### src/rtl/pipe_hazard_ctrl_pkg.sv
// Shared types for the pipeline hazard sequencer.
package pipe_hazard_ctrl_pkg;

  typedef enum logic [1:0] {
    CTRL_RUN   = 2'd0,
    CTRL_REDIR = 2'd1,
    CTRL_WAIT  = 2'd2
  } ctrl_state_e;

  localparam int WAIT_CNT_W = 16;
  localparam int BUB_CNT_W  = 3;

endpackage

### src/rtl/pipe_hazard_ctrl_sat_counter.sv
// Saturating up-counter; holds at all-ones instead of wrapping.
module pipe_hazard_ctrl_sat_counter #(
  parameter int WIDTH = 32
) (
  input  logic             clk,
  input  logic             rst_n,
  input  logic             inc,
  output logic [WIDTH-1:0] cnt
);

  always_ff @(posedge clk or negedge rst_n) begin
    if (!rst_n) begin
      cnt <= '0;
    end else if (inc && (cnt != {WIDTH{1'b1}})) begin
      cnt <= cnt + WIDTH'(1);
    end
  end

endmodule

### src/rtl/pipe_hazard_ctrl.sv
// Stall/flush sequencer for the 5-stage pipeline: load-use, redirect bubbles, data-memory freeze.
// state      | meaning
// CTRL_RUN   | normal flow, load-use detection active
// CTRL_REDIR | emitting IF/ID bubbles while fetch catches up after a redirect
// CTRL_WAIT  | pipe frozen on data memory; ret_state remembers where to resume
module pipe_hazard_ctrl
  import pipe_hazard_ctrl_pkg::*;
#(
  parameter int ADDR_WIDTH       = 5,
  parameter int REDIRECT_BUBBLES = 1,
  parameter int MEM_TIMEOUT      = 255,
  parameter int CNT_WIDTH        = 32
) (
  input  logic                  clk,
  input  logic                  rst_n,
  input  logic [ADDR_WIDTH-1:0] ID_Rs1_Addr,
  input  logic [ADDR_WIDTH-1:0] ID_Rs2_Addr,
  input  logic                  ID_Rs1_Used,
  input  logic                  ID_Rs2_Used,
  input  logic                  EX_Mem_r,
  input  logic [ADDR_WIDTH-1:0] EX_Rd_Addr,
  input  logic                  EX_Redirect,
  input  logic                  MEM_Req,
  input  logic                  MEM_Ready,
  output logic                  PC_Write,
  output logic                  IF_ID_Write,
  output logic                  IF_ID_Flush,
  output logic                  ID_EX_Write,
  output logic                  ID_EX_Flush,
  output logic                  EX_MEM_Write,
  output logic                  MEM_WB_Flush,
  output logic                  Mem_Timeout,
  output logic [CNT_WIDTH-1:0]  Stall_Cnt,
  output logic [CNT_WIDTH-1:0]  Flush_Cnt,
  output logic [1:0]            Ctrl_State
);

  ctrl_state_e           state, ret_state, eff_state;
  ctrl_state_e           nxt_state, nxt_ret;
  logic [BUB_CNT_W-1:0]  bub_cnt, nxt_bub;
  logic [WAIT_CNT_W-1:0] wait_cnt;
  logic                  mem_stall, load_use;

  assign mem_stall = MEM_Req & ~MEM_Ready;
  assign load_use  = EX_Mem_r && (EX_Rd_Addr != '0) &&
                     ((ID_Rs1_Used && (ID_Rs1_Addr == EX_Rd_Addr)) ||
                      (ID_Rs2_Used && (ID_Rs2_Addr == EX_Rd_Addr)));

  // The release cycle out of WAIT behaves exactly like the state that was frozen.
  assign eff_state = (state == CTRL_WAIT) ? ret_state : state;

  always_comb begin
    PC_Write     = 1'b1;
    IF_ID_Write  = 1'b1;
    IF_ID_Flush  = 1'b0;
    ID_EX_Write  = 1'b1;
    ID_EX_Flush  = 1'b0;
    EX_MEM_Write = 1'b1;
    MEM_WB_Flush = 1'b0;
    nxt_state    = state;
    nxt_ret      = ret_state;
    nxt_bub      = bub_cnt;
    if (mem_stall) begin
      PC_Write     = 1'b0;
      IF_ID_Write  = 1'b0;
      ID_EX_Write  = 1'b0;
      EX_MEM_Write = 1'b0;
      MEM_WB_Flush = 1'b1;
      nxt_state    = CTRL_WAIT;
      if (state != CTRL_WAIT) nxt_ret = state;
    end else if (EX_Redirect) begin
      IF_ID_Flush = 1'b1;
      ID_EX_Flush = 1'b1;
      if (REDIRECT_BUBBLES > 0) begin
        nxt_state = CTRL_REDIR;
        nxt_bub   = BUB_CNT_W'(REDIRECT_BUBBLES);
      end else begin
        nxt_state = CTRL_RUN;
      end
    end else if (eff_state == CTRL_REDIR) begin
      IF_ID_Flush = 1'b1;
      nxt_bub     = bub_cnt - BUB_CNT_W'(1);
      nxt_state   = (bub_cnt == BUB_CNT_W'(1)) ? CTRL_RUN : CTRL_REDIR;
    end else begin
      nxt_state = CTRL_RUN;
      if (load_use) begin
        PC_Write    = 1'b0;
        IF_ID_Write = 1'b0;
        ID_EX_Flush = 1'b1;
      end
    end
  end

  always_ff @(posedge clk or negedge rst_n) begin
    if (!rst_n) begin
      state       <= CTRL_RUN;
      ret_state   <= CTRL_RUN;
      bub_cnt     <= '0;
      wait_cnt    <= '0;
      Mem_Timeout <= 1'b0;
    end else begin
      state     <= nxt_state;
      ret_state <= nxt_ret;
      bub_cnt   <= nxt_bub;
      if (mem_stall) begin
        if (wait_cnt == WAIT_CNT_W'(MEM_TIMEOUT - 1)) Mem_Timeout <= 1'b1;
        if (wait_cnt != {WAIT_CNT_W{1'b1}}) wait_cnt <= wait_cnt + WAIT_CNT_W'(1);
      end else begin
        wait_cnt <= '0;
      end
    end
  end

  assign Ctrl_State = state;

  pipe_hazard_ctrl_sat_counter #(.WIDTH(CNT_WIDTH)) u_stall_cnt (
    .clk   (clk),
    .rst_n (rst_n),
    .inc   (~PC_Write),
    .cnt   (Stall_Cnt)
  );

  pipe_hazard_ctrl_sat_counter #(.WIDTH(CNT_WIDTH)) u_flush_cnt (
    .clk   (clk),
    .rst_n (rst_n),
    .inc   (IF_ID_Flush),
    .cnt   (Flush_Cnt)
  );

endmodule

### config.mk
export PLATFORM = sky130hd
export DESIGN_NAME = pipe_hazard_ctrl
export DESIGN_NICKNAME = d
export VERILOG_FILES = /design/src/rtl/pipe_hazard_ctrl_pkg.sv /design/src/rtl/pipe_hazard_ctrl_sat_counter.sv /design/src/rtl/pipe_hazard_ctrl.sv
export SDC_FILE = /design/constraint.sdc
export NUM_CORES = 1
export LEC_CHECK = 0
export CAP_MARGIN = 20
export CORE_UTILIZATION = 55
export DETAILED_ROUTE_END_ITERATION = 16
export GPL_TIMING_DRIVEN = 0
export PLACE_DENSITY = 0.95
export SKIP_CTS_REPAIR_TIMING = 1
export SLEW_MARGIN = 20
export SYNTH_ARGS = -nofsm -noshare
export SYNTH_HDL_FRONTEND = slang
export SYNTH_SLANG_ARGS = --single-unit
### constraint.sdc
create_clock -name clk -period 6.15 [get_ports clk]
set_input_delay 1.23 -clock clk [delete_from_list [all_inputs] [get_ports clk]]
set_output_delay 1.23 -clock clk [all_outputs]
set_load 0.1 [all_outputs]
==> PnR_summary.wiki <==
{| class="wikitable"
! Metric !! Value
|-
| WP data required || 4920 ps
|-
| Netlist Area Pre-Place || 4420 sq um
|-
| Setup TNS || 0 ps
|-
| Hold path startpoint || Mem_Timeout
|-
| Clock Latency Late Sink || 370 ps
|-
| Number of standard cells after synthesis || 447
|-
| Worst ir drop on vdd || 494 uV
|-
| Flip-flop and latch count after synthesis || 88
|-
| Maximum level of the CTS H-tree || 3
|-
| Final hold violation count || 0
|-
| Gpl congestion || 0.831
|-
| Worst Max-Slew Pin Slew || 1020 ps
|-
| Fraction of the yosys area taken by sequential cells || 0.498
|-
| Antenna Cells || 0
|-
| Die height || 91.7 microns
|-
| Post-detailed-route DRC marker count || 0
|-
| Cell chosen for the clock root || sky130_fd_sc_hd__clkbuf_8
|-
| Worst hold path type || register to register
|-
| Achievable Freq || 181 MHz
|-
| Maximum count of clock buffers along a single path || 2
|-
| Initial Utilization || 0.569
|-
| Net count of the finished layout || 584
|-
| RSZ-0062 raised after global routing || no
|-
| Number of sinks handled by clock tree synthesis || 88
|-
| Die area || 8400 sq um
|-
| Highest metal layer used by the detailed router || met4
|-
| Via density per instance || 5.87
|-
| Number of cells on the worst reg-to-reg path || 6
|-
| R2R Path End || u_stall_cnt.cnt[1]
|-
| Clock transition at the register clock pins on the worst setup and hold paths after CTS || 80 ps
|-
| Post-route insts no fill || 662
|-
| TritonCTS clock tree || done
|-
| Number of placed instances, taps included || 646
|-
| Port Buf Inserts || 96
|-
| Pwr Density || 290 nW/um^2
|-
| Inserted Clock Buffers || 9
|-
| Final wirelength || 11.0 mm
|-
| Post-Place Cell Area || 5530 sq um
|-
| Final Setup Violations || 0
|-
| Die X || 91.7 microns
|-
| First-pass GRT wire length || 18.1 mm
|-
| Max-cap violations || 0
|-
| Final global-route overflow total || 0
|-
| Total of warnings raised by yosys || 0
|-
| Startpoint Class || input pin
|-
| R2R Setup Slk || 3600 ps
|-
| Met3 Routed Length || 629 microns
|-
| Average wire per standard cell || 16.6 microns
|-
| Largest driver fanout on the critical path || 6
|-
| Routed length on met2 || 5.72 mm
|-
| M1 wire length || 4.38 mm
|-
| Crit end category || output pin
|-
| Layout Area Growth over Synthesis || 30.1%
|-
| Post-Synthesis Net Count || 476
|-
| Area of the core || 7770 sq um
|-
| Startpoint-to-endpoint class of the critical path || input pin to output pin
|-
| Distinct cells, synth || 48
|-
| Result of the run || finished, final reports clean
|-
| Share of synthesized registers carrying an async set or reset || 1.00
|-
| Number of antenna violations at the first check in global routing || 0
|-
| Setup skew after layout || 10.3 ps
|-
| Post-layout minimum cycle time || 5520 ps
|-
| Leading register cell type out of synthesis || sky130_fd_sc_hd__dfrtp_1
|-
| Share of layout cells above drive strength 1 || 0.0554
|-
| Mean cell area of the mapped netlist || 9.89 sq um
|-
| Count of flip-flops with a built-in enable after synthesis || 0
|-
| Largest net degree at the start of global routing || 61
|-
| Critical R2R Launch || u_stall_cnt.cnt[5]
|-
| Final critical-path share of the clock period || 0.897
|-
| Leak pwr || 2.46 nW
|-
| Critical path data arrival time || 4290 ps
|-
| Via Count || 3887
|-
| Final number of max-transition violations || 0
|-
| Number of placement rows || 32
|-
| Final design instance area without fill || 5750 sq um
|-
| Final Power || 1.67 mW
|-
| Drt initial violations || 303
|-
| Pre-antenna DRT Iters || 6
|-
| Number of top-level pins || 97
|-
| Min-Delay Path Depth || 1
|-
| Overall track demand over capacity in global routing || 0.275
|-
| Via count of the first global-routing pass || 3783
|-
| Hold Slack || 487 ps
|-
| Estimated wirelength of the detail-placed design || 7.86 mm
|-
| Max-Slew Margin vs Limit || 0.320
|-
| Number of nets still failing antenna checks after routing || 0
|-
| Capture endpoint of the worst hold path || Mem_Timeout
|}
how the worst max path moves through the flow:
stage,startpoint,to,slack [ps],cells past startpoint
floorplan,MEM_Ready,ID_EX_Flush,1370,4
global placement,EX_Rd_Addr[1],PC_Write,760,8
detailed placement,EX_Rd_Addr[1],PC_Write,670,8
CTS,EX_Rd_Addr[1],PC_Write,640,8
global route,EX_Rd_Addr[1],PC_Write,550,8
finish,EX_Rd_Addr[1],PC_Write,630,8
worst max-delay path, cell delays in order:
cell and delay (ps):
sky130_fd_sc_hd__clkdlybuf4s50_1 470, sky130_fd_sc_hd__or4_1 550, sky130_fd_sc_hd__o21ai_1 260, sky130_fd_sc_hd__nor2_1 100
sky130_fd_sc_hd__a31o_2 340, sky130_fd_sc_hd__inv_2 120, sky130_fd_sc_hd__buf_4 110, sky130_fd_sc_hd__clkdlybuf4s50_1 1120
sequential cells by signal, summed over array words and instances, names as in the netlist:
| signal | count |
|---|---|
| u_flush_cnt.cnt | 32 |
| Ctrl_State | 2 |
| ret_state | 2 |
| bub_cnt | 3 |
| u_stall_cnt.cnt | 32 |
| Mem_Timeout | 1 |
| wait_cnt | 16 |
cell type report:
type | count | area [sq um]
Inverter | 11 | 41.3
Clock inverter | 7 | 95.1
Sequential cell | 88 | 2200
Timing Repair Buffer | 97 | 986
Fill cell | 523 | 2010
Tap cell | 102 | 128
Buffer | 11 | 71.3
Clock buffer | 9 | 124
Multi-Input combinational cell | 337 | 2110
report_power, final:
group	leakage, nW	internal [mW]	total, mW	switching [mW]
logic	1.15	0.139	0.544	0.405
registers	1.19	0.622	0.679	0.0562
clock network	0.110	0.229	0.445	0.216
logic make-up after synthesis:
family	Yosys count	synth area share
simple gates	220	0.252
flops	88	0.498
xor+xnor	81	0.160
compound gates	27	0.0399
buf+inv	22	0.0255
fa+ha+maj	6	0.0170
mux	3	0.00736
synthesized netlist by cell type (7+ instances only):
library cell | number | share of area
sky130_fd_sc_hd__o21ai_0 | 7 | 0.0079
sky130_fd_sc_hd__nand2_1 | 39 | 0.033
sky130_fd_sc_hd__nor2_1 | 52 | 0.044
sky130_fd_sc_hd__nand4_1 | 25 | 0.035
sky130_fd_sc_hd__inv_1 | 10 | 0.0085
sky130_fd_sc_hd__and3_1 | 10 | 0.014
sky130_fd_sc_hd__dfrtp_1 | 88 | 0.50
sky130_fd_sc_hd__xor2_1 | 34 | 0.067
sky130_fd_sc_hd__nand3_1 | 45 | 0.051
sky130_fd_sc_hd__nor4_1 | 8 | 0.011
sky130_fd_sc_hd__xnor2_1 | 47 | 0.093
sky130_fd_sc_hd__nor3_1 | 18 | 0.020
layer usage:
metal	vias up	global-route usage
met1	1908	0.347
li1	1773	-
met2	180	0.470
met5	-	0
met3	26	0.0381
met4	0	0.124
stage by stage:
stage | utilization | setup WS, ps
2_1_floorplan | - | 1370
3_3_place_gp | 0.709 | 757
3_5_place_dp | 0.712 | 667
4_1_cts | 0.741 | 638
5_1_grt | 0.741 | 553
6_report | 0.741 | 631
layout by cell type, fill, tap and decap left out, types with 3 or more instances in the layout:
cell and instances:
sky130_fd_sc_hd__a21oi_1 6, sky130_fd_sc_hd__and4_1 4, sky130_fd_sc_hd__clkbuf_8 9, sky130_fd_sc_hd__xnor2_1 47
sky130_fd_sc_hd__buf_4 5, sky130_fd_sc_hd__nand3_1 45, sky130_fd_sc_hd__clkdlybuf4s50_1 95, sky130_fd_sc_hd__nand4_1 25
sky130_fd_sc_hd__dfrtp_1 88, sky130_fd_sc_hd__inv_1 10, sky130_fd_sc_hd__nor3_1 18, sky130_fd_sc_hd__ha_1 6
sky130_fd_sc_hd__o21ai_0 7, sky130_fd_sc_hd__and2_1 3, sky130_fd_sc_hd__clkbuf_1 3, sky130_fd_sc_hd__nor4_1 8
sky130_fd_sc_hd__nor2_1 52, sky130_fd_sc_hd__nand2_1 39, sky130_fd_sc_hd__xor2_1 34, sky130_fd_sc_hd__and3_1 10
Power figures use the tool's default switching activity.
